$ cat src/rtl/pe_config_loader_pkg.sv
// pe_config_loader_pkg
//   Shared definitions for the PE status-register configuration port.
//   Holds the status bus widths, the register-slot count, the header
//   field positions of a configuration packet and the loader FSM encoding.
package pe_config_loader_pkg;

    // Status-register bus geometry.
    localparam int PE_STATUS_ADDR_WIDTH = 6;
    localparam int PE_STATUS_DATA_WIDTH = 16;
    localparam int NUM_STATUS_REGS      = 19;
    localparam int PE_IDX_WIDTH         = 6;
    localparam int SLOT_WIDTH           = 5;

    typedef logic [PE_STATUS_DATA_WIDTH-1:0] PeStatusDataBus;

    // Header word layout: [15] bcast, [14:9] pe_idx, [8:5] reserved, [4:0] count.
    localparam int CFG_HDR_BCAST     = 15;
    localparam int CFG_HDR_PE_IDX    = 9;   // lsb of the pe_idx field
    localparam int CFG_HDR_COUNT     = 0;   // lsb of the count field

    // Loader FSM encoding.
    typedef enum logic {
        ST_IDLE = 1'b0,
        ST_DATA = 1'b1
    } cfg_state_t;

endpackage : pe_config_loader_pkg

$ cat src/rtl/pe_config_loader.sv
// pe_config_loader
//   Initiator side of the PE status-register configuration port. Accepts a
//   header word followed by `count` payload words from the host over a
//   valid/ready handshake and turns each payload word into one registered
//   write to status slot j (address 2j) of one PE, or of all PEs on broadcast.
//
// Ports
//   clk           in   system clock
//   rst           in   asynchronous, active-high reset
//   in_valid      in   host word valid
//   in_ready      out  loader can accept a word (always, the sink never stalls)
//   in_data       in   host word (header or payload)
//   write_en      out  one-cycle status write strobe per payload word
//   write_addr    out  status address, always even
//   write_data    out  status write data
//   write_pe_idx  out  target PE index from the latest legal header
//   write_bcast   out  broadcast flag from the latest legal header
//   busy          out  a packet is in progress
//   done          out  pulses together with the last write of a packet
//   err           out  sticky bad-header flag, cleared only by rst
module pe_config_loader
    import pe_config_loader_pkg::*;
#(
    parameter int DATA_W   = PE_STATUS_DATA_WIDTH,
    parameter int ADDR_W   = PE_STATUS_ADDR_WIDTH,
    parameter int NUM_REGS = NUM_STATUS_REGS
) (
    input  logic                    clk,
    input  logic                    rst,
    input  logic                    in_valid,
    output logic                    in_ready,
    input  logic [DATA_W-1:0]       in_data,
    output logic                    write_en,
    output logic [ADDR_W-1:0]       write_addr,
    output logic [DATA_W-1:0]       write_data,
    output logic [PE_IDX_WIDTH-1:0] write_pe_idx,
    output logic                    write_bcast,
    output logic                    busy,
    output logic                    done,
    output logic                    err
);

    localparam logic [SLOT_WIDTH-1:0] MAX_COUNT = SLOT_WIDTH'(NUM_REGS);

    cfg_state_t              state_q,  state_d;
    logic [SLOT_WIDTH-1:0]   slot_q,   slot_d;
    logic [SLOT_WIDTH-1:0]   count_q,  count_d;
    logic                    bcast_q,  bcast_d;
    logic [PE_IDX_WIDTH-1:0] pe_idx_q, pe_idx_d;
    logic                    wen_q,    wen_d;
    logic [ADDR_W-1:0]       addr_q,   addr_d;
    logic [DATA_W-1:0]       data_q,   data_d;
    logic                    done_q,   done_d;
    logic                    err_q,    err_d;

    // Header field views of the incoming word.
    logic                    hdr_bcast;
    logic [PE_IDX_WIDTH-1:0] hdr_pe_idx;
    logic [SLOT_WIDTH-1:0]   hdr_count;
    logic                    hdr_legal;

    assign hdr_bcast  = in_data[CFG_HDR_BCAST];
    assign hdr_pe_idx = in_data[CFG_HDR_PE_IDX +: PE_IDX_WIDTH];
    assign hdr_count  = in_data[CFG_HDR_COUNT +: SLOT_WIDTH];
    assign hdr_legal  = (hdr_count != '0) && (hdr_count <= MAX_COUNT);

    // The status-register sink never back-pressures, so both states accept.
    assign in_ready = 1'b1;

    // NOTE: every signal is given its hold/default value before the case
    // statement so no path leaves it unassigned and no latch is inferred.
    always_comb begin
        state_d  = state_q;
        slot_d   = slot_q;
        count_d  = count_q;
        bcast_d  = bcast_q;
        pe_idx_d = pe_idx_q;
        wen_d    = 1'b0;
        addr_d   = addr_q;
        data_d   = data_q;
        done_d   = 1'b0;
        err_d    = err_q;

        unique case (state_q)
            ST_IDLE: begin
                if (in_valid) begin
                    if (hdr_legal) begin
                        bcast_d  = hdr_bcast;
                        pe_idx_d = hdr_pe_idx;
                        count_d  = hdr_count;
                        slot_d   = '0;
                        state_d  = ST_DATA;
                    end else begin
                        // Bad header is swallowed; the next word is a new header.
                        err_d = 1'b1;
                    end
                end
            end
            ST_DATA: begin
                if (in_valid) begin
                    wen_d  = 1'b1;
                    addr_d = ADDR_W'({slot_q, 1'b0});
                    data_d = in_data;
                    slot_d = slot_q + 1'b1;
                    if (slot_q == count_q - 1'b1) begin
                        done_d  = 1'b1;
                        state_d = ST_IDLE;
                    end
                end
            end
            default: state_d = ST_IDLE;
        endcase
    end

    // NOTE: sequential state uses non-blocking assignments so every register
    // samples the pre-edge values, independent of statement order.
    always_ff @(posedge clk or posedge rst) begin
        if (rst) begin
            state_q  <= ST_IDLE;
            slot_q   <= '0;
            count_q  <= '0;
            bcast_q  <= 1'b0;
            pe_idx_q <= '0;
            wen_q    <= 1'b0;
            addr_q   <= '0;
            data_q   <= '0;
            done_q   <= 1'b0;
            err_q    <= 1'b0;
        end else begin
            state_q  <= state_d;
            slot_q   <= slot_d;
            count_q  <= count_d;
            bcast_q  <= bcast_d;
            pe_idx_q <= pe_idx_d;
            wen_q    <= wen_d;
            addr_q   <= addr_d;
            data_q   <= data_d;
            done_q   <= done_d;
            err_q    <= err_d;
        end
    end

    assign write_en     = wen_q;
    assign write_addr   = addr_q;
    assign write_data   = data_q;
    assign write_pe_idx = pe_idx_q;
    assign write_bcast  = bcast_q;
    assign busy         = (state_q == ST_DATA);
    assign done         = done_q;
    assign err          = err_q;

endmodule : pe_config_loader

$ cat config.mk
export PLATFORM = sky130hd
export DESIGN_NAME = pe_config_loader
export DESIGN_NICKNAME = d
export VERILOG_FILES = /design/src/rtl/pe_config_loader_pkg.sv /design/src/rtl/pe_config_loader.sv
export SDC_FILE = /design/constraint.sdc
export NUM_CORES = 1
export LEC_CHECK = 0
export ABC_AREA = 1
export CAP_MARGIN = 40
export CORE_MARGIN = 1
export CORE_UTILIZATION = 45
export CTS_BUF_LIST = sky130_fd_sc_hd__clkbuf_4 sky130_fd_sc_hd__clkbuf_8
export CTS_CLUSTER_DIAMETER = 50
export CTS_CLUSTER_SIZE = 25
export DETAILED_ROUTE_END_ITERATION = 8
export PLACE_DENSITY = 0.73
export SYNTH_ARGS = -nofsm -noshare
export SYNTH_HDL_FRONTEND = slang
export SYNTH_SLANG_ARGS = --single-unit
$ cat constraint.sdc
create_clock -name clk -period 3.8 [get_ports clk]
set_input_delay 0.76 -clock clk [delete_from_list [all_inputs] [get_ports clk]]
set_output_delay 0.76 -clock clk [all_outputs]
set_load 0.01 [all_outputs]
==> results.env, run 1 <==
RUN_STATUS='completed'
CTS_MAX_LEVEL=2
PERIOD_NEEDED_NS=2.409
IO_COUNT=53
ANTENNADIODECOUNT=0
MAXSLEWVIOLCOUNT=0
CLOCK_INSERTION_DELAY_WORST_SKEW_NS=0.29
CRIT_TYPE='input port to flip-flop'
FINAL_PERIOD_UTILIZATION_PCT=63.40
DETAIL_ROUTE.WIRELENGTH_UM=3965
DESIGN.CORE.AREA_UM2=4029
WORST_PATH_LARGEST_CELL_DELAY_NS=0.55
CLOCK_TREE.ROOT_CELL='clkbuf_8'
SYNTH_EDF_COUNT=0
CRITICAL_PATH_PEAK_FANOUT=34
VIAS_PER_CELL=4.747
SYNTH.YOSYS.WARNINGS=0
FLOORPLAN.DIE_AREA_UM2=4482
TRITONCTS.NUM_BUFFERS=5
DRT-PASS1-ITER-COUNT=4
PATH_CELLS='clkdlybuf4s50_1 > nand2_2 > inv_2 > o21ai_1 > nor2_1 > nand2_1 > nor2_2 > nor2_1'
DRTANTENNAVIOLNETS=0
GRT_FIRST_PASS_WIRELENGTH_UM=6658
WORSTMARGINPINSLEW_NS=0.6024
POST_DRT_WL_PER_CELL_UM=11.94
WORST_IR_DROP_VDD_mV=0.4256
DIE-WIDTH_UM=66.95
SEQ_AREA_FRAC_SYNTH_PCT=55.37
GROUTE.USAGE.OVERALL_PCT=20.55
BUFFER_PORTS.INSERTED=50
YS.FLOP_TYPE='dfrtp_1'
REMAINING_DRC_ERRORS=0
SYNTH_TOP_CELL_AREA_SHARE_PCT=55.37
TIMING.FMAX_GHz=0.4151
POST_CTS.RESIZED_INSTANCES=0
SYN_AVG_CELL_AREA_UM2=8.252
SYNTH-ASYNC-RESET-RATIO_PCT=100.0
NUM-FILL-CELLS=349
TIMING.MAX_SLEW.REL_SLACK_PCT=59.70
GRT_SETUP_UNREPAIRED='no'
CLOCKBUFFERDEPTH=2
CP.ARRIVAL_NS=2.60
START_UTIL_PCT=47.11
VIAS_IN_THE_FIRST_GLOBAL_ROUTE=1446
CRIT_PATH_MAX_DELAY_CELL_TYPE='clkdlybuf4s50_1'
FINALPOWER_W=0.001904
HOLD_BUFFERS=0
DR_TOTAL_VIAS=1576
DP_HPWL_UM=2869
POST_CTS_CLOCK_SLEW_AT_THE_LAUNCH_AND_CAPTURE_REGISTERS_OF_THE_WORST_SETUP_AND_HOLD_PATHS_NS=0.07
GLOBALPLACE.CONGESTION=0.8965
DIE_H_UM=66.95
AREA_DELTA_SYNTH_FINAL_PCT=34.08
SYN_NETS=251
SYNTHESIZED_AREA_UM2=1898
TRITONCTS_NUM_SINKS=42
NET_COUNT_OF_THE_FINISHED_LAYOUT=302
NETLIST_INSTANCES=230
YS_SEQ_ELEMENTS=42
DRIVE_GT1_SHARE_PCT=8.156
P_PER_AREA_nW_PER_UM2=748.1
NUM_ROWS=23
ANTENNA_VIOLATIONS_BEFORE_REPAIR=0
LEAKAGEPOWER_nW=1.301
SYNTHDISTINCTLIBCELLS=24
R2R_SETUP_SLACK_NS=1.93
CLOCK_TREE_FROM_TRITONCTS='built'
YOSYSMOSTFREQUENTCELL='nand2_1'
CRITPATHREQUIREDTIME_NS=3.99
GRT_MAX_DEGREE=35
WORSTSETUPSTARTPOINTTYPE='input port'
SYNTH.TOP_CELLS.BY_AREA='dfrtp_1, nand2_1, inv_1'
NETLIST_TOP_CELLS_COUNT='nand2_1, dfrtp_1, inv_1'
FIN_SKEW_NS=0.006122
PATH_COMMON_CELL='nor2_1'
CRITICAL_PATH.ENDPOINT_TYPE='flip-flop'
GLOBALROUTE.TOTALOVERFLOW=0
CAP_VIOL_MAX_COUNT=0
DRT-INITIAL-DRC-COUNT=72
HOLD_VIOL_FINAL=0
TIMING.HOLD.WORST.CLASS='flip-flop to flip-flop'
TIMING.FINAL.SETUP_VIOLATIONS=0
TNS_NS=0
NETLIST.TOP_CELL.BY_AREA='dfrtp_1'
CTS_SETUP_BUFFERS=0
## through the flow
stage / setup WS, ns / instance area (um2) / hold WS, ns / utilization, % / std cells
6_report: 1.391 / 2545 / 0.4750 / 63.17 / 332
5_1_grt: 1.207 / 2545 / 0.4979 / 63.17 / 332
3_3_place_gp: 1.116 / 2404 / 0.4584 / 59.66 / 323
3_5_place_dp: 1.044 / 2431 / 0.4669 / 60.34 / 324
2_1_floorplan: 2.066 / 1898 / 0.4634 / - / 230
4_1_cts: 1.358 / 2545 / 0.4792 / 63.17 / 332
## worst paths after layout
kind                       startpoint         endpoint  cells after the start
min reg2reg                       err              err                      1
min                               err              err                      1
max in group asynchronous         rst       count_q[0]                      4
min in group asynchronous         rst  write_pe_idx[0]                      2
max reg2reg                      busy             busy                      7
max                          in_valid             busy                      8
## worst max-delay path: cells and delay by family
family,cells,cell delay [ns]
and+or+nand+nor,5,0.72
AOI/OAI and AO/OA,1,0.12
buffers and inverters,2,0.99
## sequential cells by signal, indices dropped and copies added (netlist names)
signal,flops
done,1
err,1
busy,1
write_pe_idx,6
count_q,5
write_en,1
slot_q,5
write_bcast,1
write_addr,5
write_data,16
## per-layer routing
metal / part of all wire [%] / vias to the layer above / global-route usage (%)
met3: 3.8 / 9 / 4.281
li1: - / 797 / -
met4: 2.1 / 0 / 10.37
met2: 50 / 37 / 34.72
met1: 44 / 733 / 24.48
met5: 0 / - / 0
## report_power, final
group / total (W) / switching, W / internal [W] / leakage (nW)
clock network: 0.000355 / 0.000144 / 0.000211 / 0.0593
logic: 0.000795 / 0.000401 / 0.000394 / 0.716
registers: 0.000754 / 0.000129 / 0.000626 / 0.525
## cell families (layout without fill, tap and decap cells)
logic type / Yosys count / in the layout / synth area share [%]
and+or+nand+nor: 143 / 143 / 31.44
DFF: 42 / 42 / 55.37
buffers and inverters: 28 / 80 / 7.580
AOI/OAI and AO/OA: 13 / 13 / 3.889
adders and majority gates: 2 / 2 / 1.318
other: 2 / 2 / 0.3957
## placed cells by master, fill, tap and decap left out, drive strengths merged
| master | n |
|---|---|
| a31o | 1 |
| clkbuf | 7 |
| clkdlybuf4s50 | 50 |
| conb | 2 |
| a21oi | 1 |
| ha | 2 |
| buf | 3 |
| dfrtp | 42 |
| nor3 | 2 |
| inv | 19 |
| nor2 | 10 |
| bufinv | 1 |
| nand2 | 119 |
| a31oi | 1 |
| nand3 | 12 |
| o21ai | 10 |
## cell type report
cell class	count	area [um2]	area share [%]
timing repair buffer	53	543.0	21.34
inverter	19	71.32	2.802
sequential	42	1051	41.30
clock buffer	7	83.83	3.294
multi-input combinational	160	703.2	27.63
tap	50	62.56	2.458
clock inverter	1	30.03	1.180
Power figures use the tool's default switching activity.
==> run 2: changes to the inputs <==
Settings changed: CORE_UTILIZATION 45 to 44, PLACE_DENSITY 0.73 to 0.74.
Clock period 3.8 ns to 2.1 ns, I/O delays scaled along.
==> run 2 against run 1 <==
  * Clock power rose by 68%
  * Sequential share of layout area is 0.27 points higher
  * Total power is 80% higher
  * Critical path type is now flip-flop to primary output
  * Cell count increased by 0.30%
==> results.env, run 2 (synthesized netlist as in run 1, its figures left out) <==
TRITONCTS.NUM_BUFFERS=5  # unchanged
CRITICAL_PATH.ENDPOINT_TYPE='primary output'
RUN_STATUS='completed'
DRT-PASS1-ITER-COUNT=4  # unchanged
CRIT_PATH_MAX_DELAY_CELL_TYPE='clkdlybuf4s50_1'
CLOCK_TREE_FROM_TRITONCTS='built'
SEQ_POWER_SHARE_PCT=40.1  # +0.5 points
FINAL_PERIOD_UTILIZATION_PCT=84.02
CLOCKBUFFERDEPTH=2  # unchanged
CPLARGESTDELAYFAMILY='buffers and inverters'
AREA_DELTA_SYNTH_FINAL_PCT=33.22
LAYOUT_COMMON_CELLS='nand2_1, clkdlybuf4s50_1, dfrtp_1, inv_1, nand3_1'
REMAINING_DRC_ERRORS=0  # unchanged
DPL-INSTANCE-AREA_UM2=2419  # -0.51%
CRITICAL_PATH_PEAK_FANOUT=5  # -85%
START_UTIL_PCT=46.78  # -0.33 points
GLOBALPLACE.CONGESTION=0.8616  # -3.9%
CLOCK_INSERTION_DELAY_WORST_SKEW_NS=0.29  # about the same
DETAIL_ROUTE.WIRELENGTH_UM=3986  # +0.53%
MINIMUM_SETUP_SLACK_AFTER_PLACEMENT_NS=0.2294  # -0.8150 ns
FIN_SKEW_NS=0.005321  # -0.0008011 ns
TRITONCTS_NUM_SINKS=42  # unchanged
DIE-WIDTH_UM=67.68  # +1.1%
POST_CTS_CLOCK_SLEW_AT_THE_LAUNCH_AND_CAPTURE_REGISTERS_OF_THE_WORST_SETUP_AND_HOLD_PATHS_NS=0.07  # about the same
GRT_SETUP_UNREPAIRED='no'
CP.ARRIVAL_NS=1.34  # -1.26 ns
SWITCHING_POWER_W=0.001237  # +84%
DRT-INITIAL-DRC-COUNT=125  # +74%
ANTENNA_VIOLATIONS_BEFORE_REPAIR=0  # unchanged
GRT_FIRST_PASS_WIRELENGTH_UM=6630  # -0.42%
DP_HPWL_UM=2876  # +0.24%
WORST_R2R_PATH_DEPTH=10  # +3
HOLD_VIOL_FINAL=0  # unchanged
R2R_SETUP_SLACK_NS=0.75  # -1.18 ns
INTERNAL_POWER_W=0.002191  # +78%
WORSTSETUPSTARTPOINTTYPE='flip-flop'
SETUP_WS_NS=0.3357  # -1.055 ns
WORST_PATH_LARGEST_CELL_DELAY_NS=0.58  # +0.03 ns
WORST_IR_DROP_VDD_mV=0.6247  # +47%
DRIVE_GT1_SHARE_PCT=8.481  # +0.32 points
CAP_VIOL_MAX_COUNT=0  # unchanged
WORST_SETUP_EP='busy'
FINISH.UTILIZATION_PCT=62.32  # -0.85 points
DR_TOTAL_VIAS=1579  # +0.19%
PERIOD_NEEDED_NS=1.764
TIMING.RR.END='busy'
LARGEST_REGISTER_FFS=16  # unchanged
POST_DRT_WL_PER_CELL_UM=11.97  # +0.23%
TIMING.HOLD.WORST.CLASS='flip-flop to flip-flop'
IO_COUNT=53  # unchanged
SEQCELLAREA_UM2=1051  # unchanged
LAYOUT_COMMONEST_CELL='nand2_1'
R2R_START='count_q[0]'
CLOCK_TREE.ROOT_CELL='clkbuf_8'
TIMING.FMAX_GHz=0.5668
CLOCK_POWER_SHARE_PCT=17.4  # -1.2 points
HOLD_BUFFERS=0  # unchanged
MULTIINPUTGATEAREA_UM2=703.2  # unchanged
VIAS_IN_THE_FIRST_GLOBAL_ROUTE=1477  # +2.1%
TIMING.FINAL.SETUP_VIOLATIONS=0  # unchanged
CTS_MAX_LEVEL=2  # unchanged
NUM-FILL-CELLS=365  # +4.6%
VIAS_PER_CELL=4.742  # -0.11%
GLOBALROUTE.TOTALOVERFLOW=0  # unchanged
WORSTMARGINPINSLEW_NS=0.5155  # -0.08690 ns
GROUTE.USAGE.OVERALL_PCT=20.18  # -0.38 points
TIMING.MAX_SLEW.REL_SLACK_PCT=65.63  # +5.9 points
DIE_H_UM=67.68  # +1.1%
TIMING.CRITICAL_PATH.BUF_INV=1  # -1
SWITCHING_POWER_AS_A_SHARE_OF_TOTAL_POWER_PCT=36.10  # +0.73 points
GRT_MAX_DEGREE=43  # +23%
TNS_NS=0  # unchanged
CRITPATHREQUIREDTIME_NS=1.68  # -2.31 ns
DESIGN.CORE.AREA_UM2=4058  # +0.71%
NUM_ROWS=23  # unchanged
DRTANTENNAVIOLNETS=0  # unchanged
WORST-PATH-STAGES=1  # -7
LEAKAGEPOWER_nW=1.296  # -0.37%
PATH_CELLS='clkdlybuf4s50_1'
ANTENNADIODECOUNT=0  # unchanged
FINAL_CELL_AREA_UM2=2529  # -0.64%
CRIT_TYPE='flip-flop to primary output'
MAXSLEWVIOLCOUNT=0  # unchanged
P_PER_AREA_nW_PER_UM2=1356  # +81%
POST_CTS.RESIZED_INSTANCES=0  # unchanged
PWR-SHARE-COMB_PCT=42.5  # +0.8 points
BUFFER_PORTS.INSERTED=50  # unchanged
CP-STARTPOINT='busy'
WHS_NS=0.4825  # +0.007543 ns
FLOORPLAN.DIE_AREA_UM2=4581  # +2.2%
NET_COUNT_OF_THE_FINISHED_LAYOUT=303  # +0.33%
CTS_SETUP_BUFFERS=0  # unchanged
run 2: changes by cell type in the layout (fill, tap and decap cells not counted), sizes merged:
cell    before  now
clkbuf       7    8
bufinv       1    0
buf          3    4
run 2: how the worst min path moves through the flow:
stage / start / slack (ns) / endpoint / cells past startpoint
after global placement: write_pe_idx[0] / 0.46 / write_pe_idx[0] / 2
after CTS: write_data[11] / 0.49 / write_data[11] / 2
after floorplan: count_q[4] / 0.46 / count_q[4] / 2
after global routing: write_data[12] / 0.50 / write_data[12] / 2
final: write_addr[3] / 0.48 / write_addr[3] / 2
after detailed placement: write_data[11] / 0.46 / write_data[11] / 2
run 2: layout make-up:
| cell class | count | area share (%) |
|---|---|---|
| Clock buffer | 8 | 4.354 |
| Multi-Input combinational cell | 160 | 27.81 |
| Sequential cell | 42 | 41.56 |
| Timing Repair Buffer | 54 | 20.98 |
| Tap cell | 50 | 2.474 |
| Inverter | 19 | 2.820 |
run 2: worst reg2reg max path: cells and delay by family, from the launching register on:
family	cells	cell delay (ns)
simple gates	7	0.44
flops	1	0.41
fa+ha+maj	1	0.23
buf+inv	2	0.16
run 2: routing by layer:
metal | global-route usage, % | routed length, um | vias up
met3 | 7.095 | 256 | 11
met5 | 0 | 0 | -
li1 | - | - | 809
met1 | 25.51 | 1824 | 713
met2 | 31.06 | 1821 | 46
met4 | 8.511 | 84 | 0
run 2: per-stage QoR:
step / std cells / total power [W]
finish: 333 / 0.003428
global route: 333 / 0.003720
CTS: 333 / 0.003463
detailed placement: 325 / 0.002848
global placement: 325 / 0.002819
floorplan: 230 / 0.002153
run 2: power by group through the flow:
stage	Clock (W)	Sequential, W	Combinational, W
global route	0.000656	0.00142	0.00164
CTS	0.000611	0.00137	0.00148
floorplan	0	0.00146	0.000694
global placement	0	0.00138	0.00144
detailed placement	0	0.00138	0.00147
finish	0.000596	0.00138	0.00146
==> run 3: changes to the inputs <==
Settings changed: CORE_UTILIZATION 44 to 45, PLACE_DENSITY 0.74 to 0.73.
Clock period 2.1 ns to 1.7 ns, I/O delays scaled along.
==> run 3 against run 2 <==
  * Clock power increased by 13%
  * Count of clock-buffer cells in the layout decreased by 2
  * Worst setup slack got worse by 0.26 ns
  * First-iteration DRC count decreased by 44%
  * Flip-flop and latch count unchanged
  * Register-to-register slack got worse by 0.40 ns
  * Wire length about the same
  * Worst hold slack got worse by 0.078 ns
  * Non-clock buffer count increased by 2
  * Die area decreased by 2.2%
  * Utilization increased by 0.79 points
  * Largest cell class unchanged
==> results.env, run 3 (synthesized netlist as in run 1, its figures left out) <==
RUN_STATUS='completed'
CPLARGESTDELAYFAMILY='buffers and inverters'
TRITONCTS.NUM_BUFFERS=5  # unchanged
TIMING.FINAL.SETUP_VIOLATIONS=0  # unchanged
SWITCHING_POWER_AS_A_SHARE_OF_TOTAL_POWER_PCT=37.01  # +0.91 points
AREA_DELTA_SYNTH_FINAL_PCT=33.95
SEQ_POWER_SHARE_PCT=40.3  # +0.2 points
VIAS_IN_THE_FIRST_GLOBAL_ROUTE=1476  # -0.068%
GRT_SETUP_UNREPAIRED='no'
POST_CTS_CLOCK_SLEW_AT_THE_LAUNCH_AND_CAPTURE_REGISTERS_OF_THE_WORST_SETUP_AND_HOLD_PATHS_NS=0.08  # about the same
CAP_VIOL_MAX_COUNT=0  # unchanged
CRITICAL_PATH_PEAK_FANOUT=5  # unchanged
DRT-PASS1-ITER-COUNT=4  # unchanged
GLOBALROUTE.TOTALOVERFLOW=0  # unchanged
HOLD_VIOL_FINAL=0  # unchanged
GROUTE.USAGE.OVERALL_PCT=20.47  # +0.29 points
NET_COUNT_OF_THE_FINISHED_LAYOUT=305  # +0.66%
CP.ARRIVAL_NS=1.28  # -0.06 ns
GLOBALPLACE.CONGESTION=0.8838  # +2.6%
POST_CTS.RESIZED_INSTANCES=0  # unchanged
DP_HPWL_UM=2924  # +1.7%
WORST_IR_DROP_VDD_mV=0.8576  # +37%
IO_COUNT=53  # unchanged
WORSTSETUPSTARTPOINTTYPE='flip-flop'
P_PER_AREA_nW_PER_UM2=1649  # +22%
TRITONCTS_NUM_SINKS=42  # unchanged
DIE-WIDTH_UM=66.95  # -1.1%
CLOCK_POWER_SHARE_PCT=16.1  # -1.3 points
NUM_ROWS=23  # unchanged
LARGEST_REGISTER_FFS=16  # unchanged
FINALPOWER_W=0.004193  # +22%
PATH_CELLS='clkdlybuf4s50_1'
DRT-INITIAL-DRC-COUNT=70  # -44%
CLOCK_TREE_FROM_TRITONCTS='built'
LAYOUT_COMMONEST_CELL='nand2_1'
TIMING.FMAX_GHz=0.6174
CLOCKBUFFERDEPTH=2  # unchanged
BUFFER_PORTS.INSERTED=50  # unchanged
TIMING.CRITICAL_PATH.BUF_INV=1  # unchanged
CLOCK_INSERTION_DELAY_WORST_SKEW_NS=0.29  # about the same
PERIOD_NEEDED_NS=1.620
DPL-INSTANCE-AREA_UM2=2446  # +1.1%
VIAS_PER_CELL=4.704  # -0.79%
SETUP_WS_NS=0.08038  # -0.2553 ns
FINAL_CELL_AREA_UM2=2542  # +0.54%
START_UTIL_PCT=47.11  # +0.33 points
FLOORPLAN.DIE_AREA_UM2=4482  # -2.2%
CRITPATHREQUIREDTIME_NS=1.36  # -0.32 ns
CRIT_TYPE='flip-flop to primary output'
DIE_H_UM=66.95  # -1.1%
WHS_NS=0.4046  # -0.07786 ns
REMAINING_DRC_ERRORS=0  # unchanged
WORST_PATH_LARGEST_CELL_DELAY_NS=0.55  # -0.03 ns
R2R_SETUP_SLACK_NS=0.35  # -0.40 ns
CTS_MAX_LEVEL=2  # unchanged
LEAKAGEPOWER_nW=1.299  # +0.25%
HOLD_BUFFERS=0  # unchanged
TIMING.HOLD.WORST.CLASS='input port to async pin'
CRITICAL_PATH.ENDPOINT_TYPE='primary output'
DESIGN.CORE.AREA_UM2=4029  # -0.71%
CRIT_PATH_MAX_DELAY_CELL_TYPE='clkdlybuf4s50_1'
INTERNAL_POWER_W=0.002641  # +21%
LAYOUT_COMMON_CELLS='nand2_1, clkdlybuf4s50_1, dfrtp_1, inv_1, nand3_1'
FINAL_CELLS=335  # +0.60%
PWR-SHARE-COMB_PCT=43.6  # +1.1 points
CTS_SETUP_BUFFERS=0  # unchanged
SWITCHING_POWER_W=0.001552  # +25%
ANTENNA_VIOLATIONS_BEFORE_REPAIR=0  # unchanged
FINAL_PERIOD_UTILIZATION_PCT=95.27
DP.CELLS=327  # +0.62%
GRT_FIRST_PASS_WIRELENGTH_UM=6693  # +0.95%
ANTENNADIODECOUNT=0  # unchanged
DETAIL_ROUTE.WIRELENGTH_UM=3984  # about the same
MAXSLEWVIOLCOUNT=0  # unchanged
MINIMUM_SETUP_SLACK_AFTER_PLACEMENT_NS=-0.01788  # -0.2473 ns
DRIVE_GT1_SHARE_PCT=9.474  # +0.99 points
DRTANTENNAVIOLNETS=0  # unchanged
POST_DRT_WL_PER_CELL_UM=11.89  # -0.65%
NUM-FILL-CELLS=358  # -1.9%
DR_TOTAL_VIAS=1576  # -0.19%
FIN_SKEW_NS=0.003539  # -0.001782 ns
CLOCK_TREE.ROOT_CELL='clkbuf_8'
GRT_MAX_DEGREE=43  # unchanged
## run 3: final timing paths
path | cells after the start | from | end
min in group clk | 2 | write_pe_idx[2] | write_pe_idx[2]
hold reg to reg | 2 | write_pe_idx[2] | write_pe_idx[2]
setup / recovery | 1 | busy | busy
hold / removal | 3 | rst | write_en
setup reg to reg | 9 | count_q[0] | busy
max in group asynchronous | 3 | rst | busy
## run 3: layer usage
layer | routed length, um | up-vias | global-route usage [%]
met2 | 1954 | 31 | 33.96
met1 | 1821 | 735 | 25.98
met4 | 43 | 0 | 5.585
li1 | - | 804 | -
met3 | 164 | 6 | 5.651
met5 | 0 | - | 0
## run 3: power by group through the flow
stage               sequential [W]  clock (W)  combinational (W)
CTS                        0.00169   0.000686            0.00185
global route               0.00175   0.000722            0.00205
global placement           0.00170          0            0.00179
detailed placement         0.00170          0            0.00184
finish                     0.00169   0.000676            0.00183
floorplan                  0.00180          0           0.000857
## run 3: cell type report
class / instances / area (um2) / share of cell area [%]
flip-flops and latches: 42 / 1052 / 41.39
well taps: 50 / 62.56 / 2.461
clock inverters: 2 / 12.51 / 0.4921
clock buffers: 6 / 82.58 / 3.248
inverters: 19 / 71.32 / 2.805
multi-input cells: 160 / 703.2 / 27.66
repair buffers: 56 / 558.0 / 21.95
## run 3: per-stage QoR
step,setup TNS [ns],util [%]
after detailed placement,-0.03386,60.71
after global placement,0,60.71
after floorplan,0,-
final,0,63.11
after CTS,0,63.07
after global routing,0,63.11
## run 3: worst reg2reg max path, stage by stage, from the launching register on
cell	delay, ns
dfrtp_1	0.39
inv_1	0.09
ha_1	0.29
inv_1	0.05
nand2_1	0.05
nand3_1	0.06
nor2_1	0.09
nand2_1	0.07
nor2_2	0.10
nor2_1	0.06
